==> config.mk <==
export PLATFORM = sky130hd
export DESIGN_NAME = accumulator_datapath_flat
export DESIGN_NICKNAME = d
export VERILOG_FILES = /design/src/rtl/accumulator_datapath_if.sv /design/src/rtl/accumulator_datapath.sv /design/src/flat_wrapper.sv
export SDC_FILE = /design/constraint.sdc
export NUM_CORES = 1
export LEC_CHECK = 0
export BUFFER_PORTS_ARGS = -buffer_cell sky130_fd_sc_hd__buf_2
export CORE_ASPECT_RATIO = 0.8
export CORE_MARGIN = 2
export CORE_UTILIZATION = 54
export CTS_BUF_LIST = sky130_fd_sc_hd__clkbuf_8
export CTS_CLUSTER_SIZE = 30
export DETAILED_ROUTE_END_ITERATION = 12
export HOLD_SLACK_MARGIN = 0.08
export PLACE_DENSITY = 0.89
export SLEW_MARGIN = 10
export SYNTH_ARGS = -nofsm -noshare
export SYNTH_HDL_FRONTEND = slang
export SYNTH_SLANG_ARGS = --single-unit
==> constraint.sdc <==
create_clock -name clock -period 2.92 [get_ports clock]
set_input_delay 0.292 -clock clock [delete_from_list [all_inputs] [get_ports clock]]
set_output_delay 0.292 -clock clock [all_outputs]
set_load 0.005 [all_outputs]
==> src/rtl/accumulator_datapath_if.sv <==
// rtl/accumulator_datapath_if.sv - controller-to-datapath strobes, sample word and frame results
interface accumulator_datapath_if #(
    parameter int WIDTH = 8,
    parameter int ACC_W = 9,
    parameter int CNT_W = 3
);
    logic             clear;
    logic             load;
    logic [WIDTH-1:0] data_in;
    logic [ACC_W-1:0] sum_out;
    logic [CNT_W-1:0] count_out;
    logic [ACC_W-1:0] result;
    logic             done;
    logic             overflow;

    modport master (
        output clear, load, data_in,
        input  sum_out, count_out, result, done, overflow
    );

    modport slave (
        input  clear, load, data_in,
        output sum_out, count_out, result, done, overflow
    );
endinterface

==> src/rtl/accumulator_datapath.sv <==
// rtl/accumulator_datapath.sv - frame accumulator: sums N_SAMPLES loads, publishes result with done pulse
// SATURATE_EN: when defined, an overflowing add clamps the sum to all-ones instead of wrapping.
module accumulator_datapath #(
    parameter int WIDTH     = 8,
    parameter int ACC_W     = 9,
    parameter int N_SAMPLES = 4,
    parameter int CNT_W     = 3
) (
    input  logic                  clock,
    input  logic                  reset,
    accumulator_datapath_if.slave bus
);
    typedef enum logic [1:0] {
        IDLE = 2'd0,
        RUN  = 2'd1,
        DONE = 2'd2
    } state_t;

    state_t           state;
    logic [ACC_W-1:0] sum_q;
    logic [CNT_W-1:0] count_q;
    logic [ACC_W-1:0] result_q;
    logic             done_q;
    logic             overflow_q;

    logic [ACC_W-1:0] add_base;
    logic [ACC_W:0]   add_full;
    logic             add_carry;
    logic [ACC_W-1:0] add_sum;
    logic [CNT_W-1:0] next_count;
    logic             frame_end;

    // Only RUN continues a frame; IDLE and DONE both start a fresh one from zero.
    always_comb begin
        add_base   = (state == RUN) ? sum_q : '0;
        add_full   = {1'b0, add_base} + {{(ACC_W + 1 - WIDTH){1'b0}}, bus.data_in};
        add_carry  = add_full[ACC_W];
        add_sum    = add_full[ACC_W-1:0];
`ifdef SATURATE_EN
        if (add_carry) begin
            add_sum = '1;
        end
`endif
        next_count = (state == RUN) ? count_q + 1'b1 : CNT_W'(1);
        frame_end  = (next_count == CNT_W'(N_SAMPLES));
    end

    always_ff @(posedge clock) begin
        if (!reset) begin
            state      <= IDLE;
            sum_q      <= '0;
            count_q    <= '0;
            result_q   <= '0;
            done_q     <= 1'b0;
            overflow_q <= 1'b0;
        end else if (bus.clear) begin
            state      <= IDLE;
            sum_q      <= '0;
            count_q    <= '0;
            done_q     <= 1'b0;
            overflow_q <= 1'b0;
        end else begin
            done_q <= 1'b0;
            if (bus.load) begin
                sum_q   <= add_sum;
                count_q <= next_count;
                if (add_carry) begin
                    overflow_q <= 1'b1;
                end
                if (frame_end) begin
                    result_q <= add_sum;
                    done_q   <= 1'b1;
                    state    <= DONE;
                end else begin
                    state    <= RUN;
                end
            end else if (state != RUN) begin
                state   <= IDLE;
                sum_q   <= '0;
                count_q <= '0;
            end
        end
    end

    assign bus.sum_out   = sum_q;
    assign bus.count_out = count_q;
    assign bus.result    = result_q;
    assign bus.done      = done_q;
    assign bus.overflow  = overflow_q;
endmodule

==> src/flat_wrapper.sv <==
// flat-port wrapper written by rule: the top's interface ports become plain ports
module accumulator_datapath_flat 
#(
    parameter int WIDTH     = 8,
    parameter int ACC_W     = 9,
    parameter int N_SAMPLES = 4,
    parameter int CNT_W     = 3
)
  (clock, reset, bus_clear, bus_load, bus_data_in, bus_sum_out, bus_count_out, bus_result, bus_done, bus_overflow);
  accumulator_datapath_if #(.WIDTH(WIDTH), .ACC_W(ACC_W), .CNT_W(CNT_W)) bus_i ();
  input  logic clock;
  input  logic reset;
  input wire logic [$bits(bus_i.clear)-1:0] bus_clear;
  input wire logic [$bits(bus_i.load)-1:0] bus_load;
  input wire logic [$bits(bus_i.data_in)-1:0] bus_data_in;
  output wire logic [$bits(bus_i.sum_out)-1:0] bus_sum_out;
  output wire logic [$bits(bus_i.count_out)-1:0] bus_count_out;
  output wire logic [$bits(bus_i.result)-1:0] bus_result;
  output wire logic [$bits(bus_i.done)-1:0] bus_done;
  output wire logic [$bits(bus_i.overflow)-1:0] bus_overflow;
  assign bus_i.clear = bus_clear;
  assign bus_i.load = bus_load;
  assign bus_i.data_in = bus_data_in;
  assign bus_sum_out = bus_i.sum_out;
  assign bus_count_out = bus_i.count_out;
  assign bus_result = bus_i.result;
  assign bus_done = bus_i.done;
  assign bus_overflow = bus_i.overflow;
  accumulator_datapath #(.WIDTH(WIDTH), .ACC_W(ACC_W), .N_SAMPLES(N_SAMPLES), .CNT_W(CNT_W)) u_core (.clock(clock), .reset(reset), .bus(bus_i));
endmodule
==> metrics.cfg <==
[run_status]
status = finished, final reports clean

[synthesis]
ys.warnings.count = 0
yosys.area.top_type = dfxtp_1
async_reset_ff_share_pct = 0
ys.flop_type = dfxtp_1
syn-cell-area_um2 = 1370
syn-num-nets = 169
synth_top_area_share_pct = 36.5
yosysSeqAreaShare_pct = 36.5
synth_edf_count = 0
syn_inst = 147
synth_cell_types = 39
ys_ff_latch = 25
synth_area_leaders = dfxtp_1, mux2i_1, ha_1
syn_avg_cell_area_um2 = 9.32

[finish]
nFillCells = 206
nNetsFinal = 202
multi_input_area_um2 = 838
instances_no_fill = 215
final_cell_mix = buf_2, dfxtp_1, nor2_1, mux2i_1
antennaDiodeCount = 0
seq_area_um2 = 500
layout-drive-gt1-share_pct = 24.0
syn_to_final_growth_pct = 17.4
final_common_cell = buf_2

[route]
wl_mm = 3.18
dr.pass1.iters = 4
vias = 1213
drc = 0
drt-initial-drc-count = 78
wire_per_inst_um = 14.8
ant_nets = 0
via_per_inst = 5.64

[timing]
finalSetupTns_ns = 0
max_freq_mhz = 407
worstMarginPinSlew_ns = 0.533
slew_viol_final = 0
max_slew_margin_pct = 64.4
finalHoldViolCount = 0
period_share_pct = 84.2
setup_viol = 0
fin_skew_ns = 0.00430
rsz0062_at_grt = no
min_period_ns = 2.46

[clocking]
clock_latency_ns = 0.27
cts_tree = done
cts_hold_buf = 0
cts_buffers = 3
htreeDepth = 1
clk_path_buf_depth = 2
path_clk_slew_ns = 0.08
clkSinkCount = 25
cts_root_buf = clkbuf_8
cts_setup_buffers = 0
ctsResizeCount = 0

[die]
die_w_um = 60.3
ioPinCount = 35
rows = 16
coreArea_um2 = 2420
die_y_um = 49.1
start_util_pct = 56.6
dieArea_um2 = 2960

[power_and_ir_drop]
seqPwrFrac_pct = 56.2
p_clk_share_pct = 32.9
leakage_nw = 0.738
vdd_drop_max_v = 0.000408
p_comb_share_pct = 10.9
power_density_nw_per_um2 = 385
power.switching_mw = 0.151
internal-power_mw = 0.468
switching_share_pct = 24.4

[setup_path]
arrival_ns = 2.63
r2r_slack_ns = 0.46
crit_fanout = 14
startpoint_type = flip-flop
worstPathRequired_ns = 3.09
critical_path_class = flip-flop to flip-flop
end_kind = flip-flop

[placement]
place_inst = 211
dp_hpwl_mm = 2.34
port-buffer-count = 34
gp_congestion = 0.838

[grt]
grt_max_degree = 19
grt_usage_pct = 24.8
grt_pass1_vias = 1238
grt_pass1_wl_mm = 5.55
overflow = 0
antenna_found_initial = 0

[hold_path]
hold_class = primary input to flip-flop

[job]
maxCapViolCount = 0

[per-layer routing]
layer | vias to the layer above | GRT usage [%] | routed length [µm]
li1 | 585 | - | -
met1 | 572 | 33.3 | 1430
met2 | 50 | 39.9 | 1510
met3 | 6 | 5.84 | 200
met4 | 0 | 5.93 | 38
met5 | - | 0 | 0
[area by class of cell]
cell class	instances	area share (%)
flip-flops and latches	25	31.1
repair buffers	35	11.1
well taps	36	2.80
clock inverters	1	0.311
clock buffers	3	2.57
multi-input cells	115	52.1
[synthesized netlist by cell type (2+ instances only)]
cell type / count
nor2b_1: 7
nand2b_1: 2
nor3_1: 2
o21ai_0: 2
xor2_1: 4
clkbuf_1: 4
ha_1: 9
dfxtp_1: 25
nand2_1: 11
a21o_1: 2
and2_1: 11
a21oi_1: 6
nand3_1: 3
a211oi_1: 3
nand3b_1: 2
xnor2_1: 4
nand4_1: 5
nor2_1: 13
mux2i_1: 12
[critical path, cell delays in order, from the launching register on]
cell	delay [ns]
dfxtp_1	0.31
nor2b_4	0.17
and2_1	0.18
ha_1	0.21
fa_1	0.44
a211oi_1	0.34
o21bai_1	0.15
a21oi_1	0.21
xnor2_1	0.12
a31o_1	0.23
[final timing paths]
path,startpoint,to,depth (start not counted)
hold reg to reg,u_core.bus.result[6],u_core.bus.result[6],2
setup reg to reg,u_core.state[0],u_core.bus.sum_out[6],9
hold / removal,reset,u_core.bus.result[2],2
setup / recovery,u_core.state[0],u_core.bus.sum_out[6],9
[state kept, by name, indices dropped and copies added (netlist names)]
name	flops
u_core.bus.result	9
u_core.bus.sum_out	9
u_core.state	2
u_core.bus.done	1
u_core.bus.count_out	3
u_core.bus.overflow	1
[metrics by stage]
stage	hold WS [ns]	setup WS, ns	utilization, %	total power [mW]	area, µm²
detailed placement	0.450	0.542	64.5	0.421	1560
global route	0.428	0.332	66.4	0.650	1610
CTS	0.414	0.467	66.4	0.625	1610
global placement	0.448	0.650	64.5	0.418	1560
finish	0.421	0.460	66.4	0.619	1610
floorplan	0.456	0.598	-	0.399	1370
[power groups by stage]
stage	Sequential, mW	Clock, mW	Combinational, mW
after global placement	0.355	0	0.0628
after global routing	0.348	0.227	0.0744
final	0.347	0.204	0.0676
after CTS	0.348	0.211	0.0665
after floorplan	0.356	0	0.0434
after detailed placement	0.356	0	0.0656
[cells by family after synthesis]
| group | after synthesis | share of synthesized area [%] |
|---|---|---|
| flops | 25 | 36.5 |
| compound gates | 24 | 12.4 |
| fa+ha+maj | 10 | 9.68 |
| mux | 12 | 8.77 |
| xor+xnor | 8 | 5.11 |
| buf+inv | 7 | 2.28 |
| simple gates | 61 | 25.2 |
No activity file was read; power rests on OpenSTA's default activity.
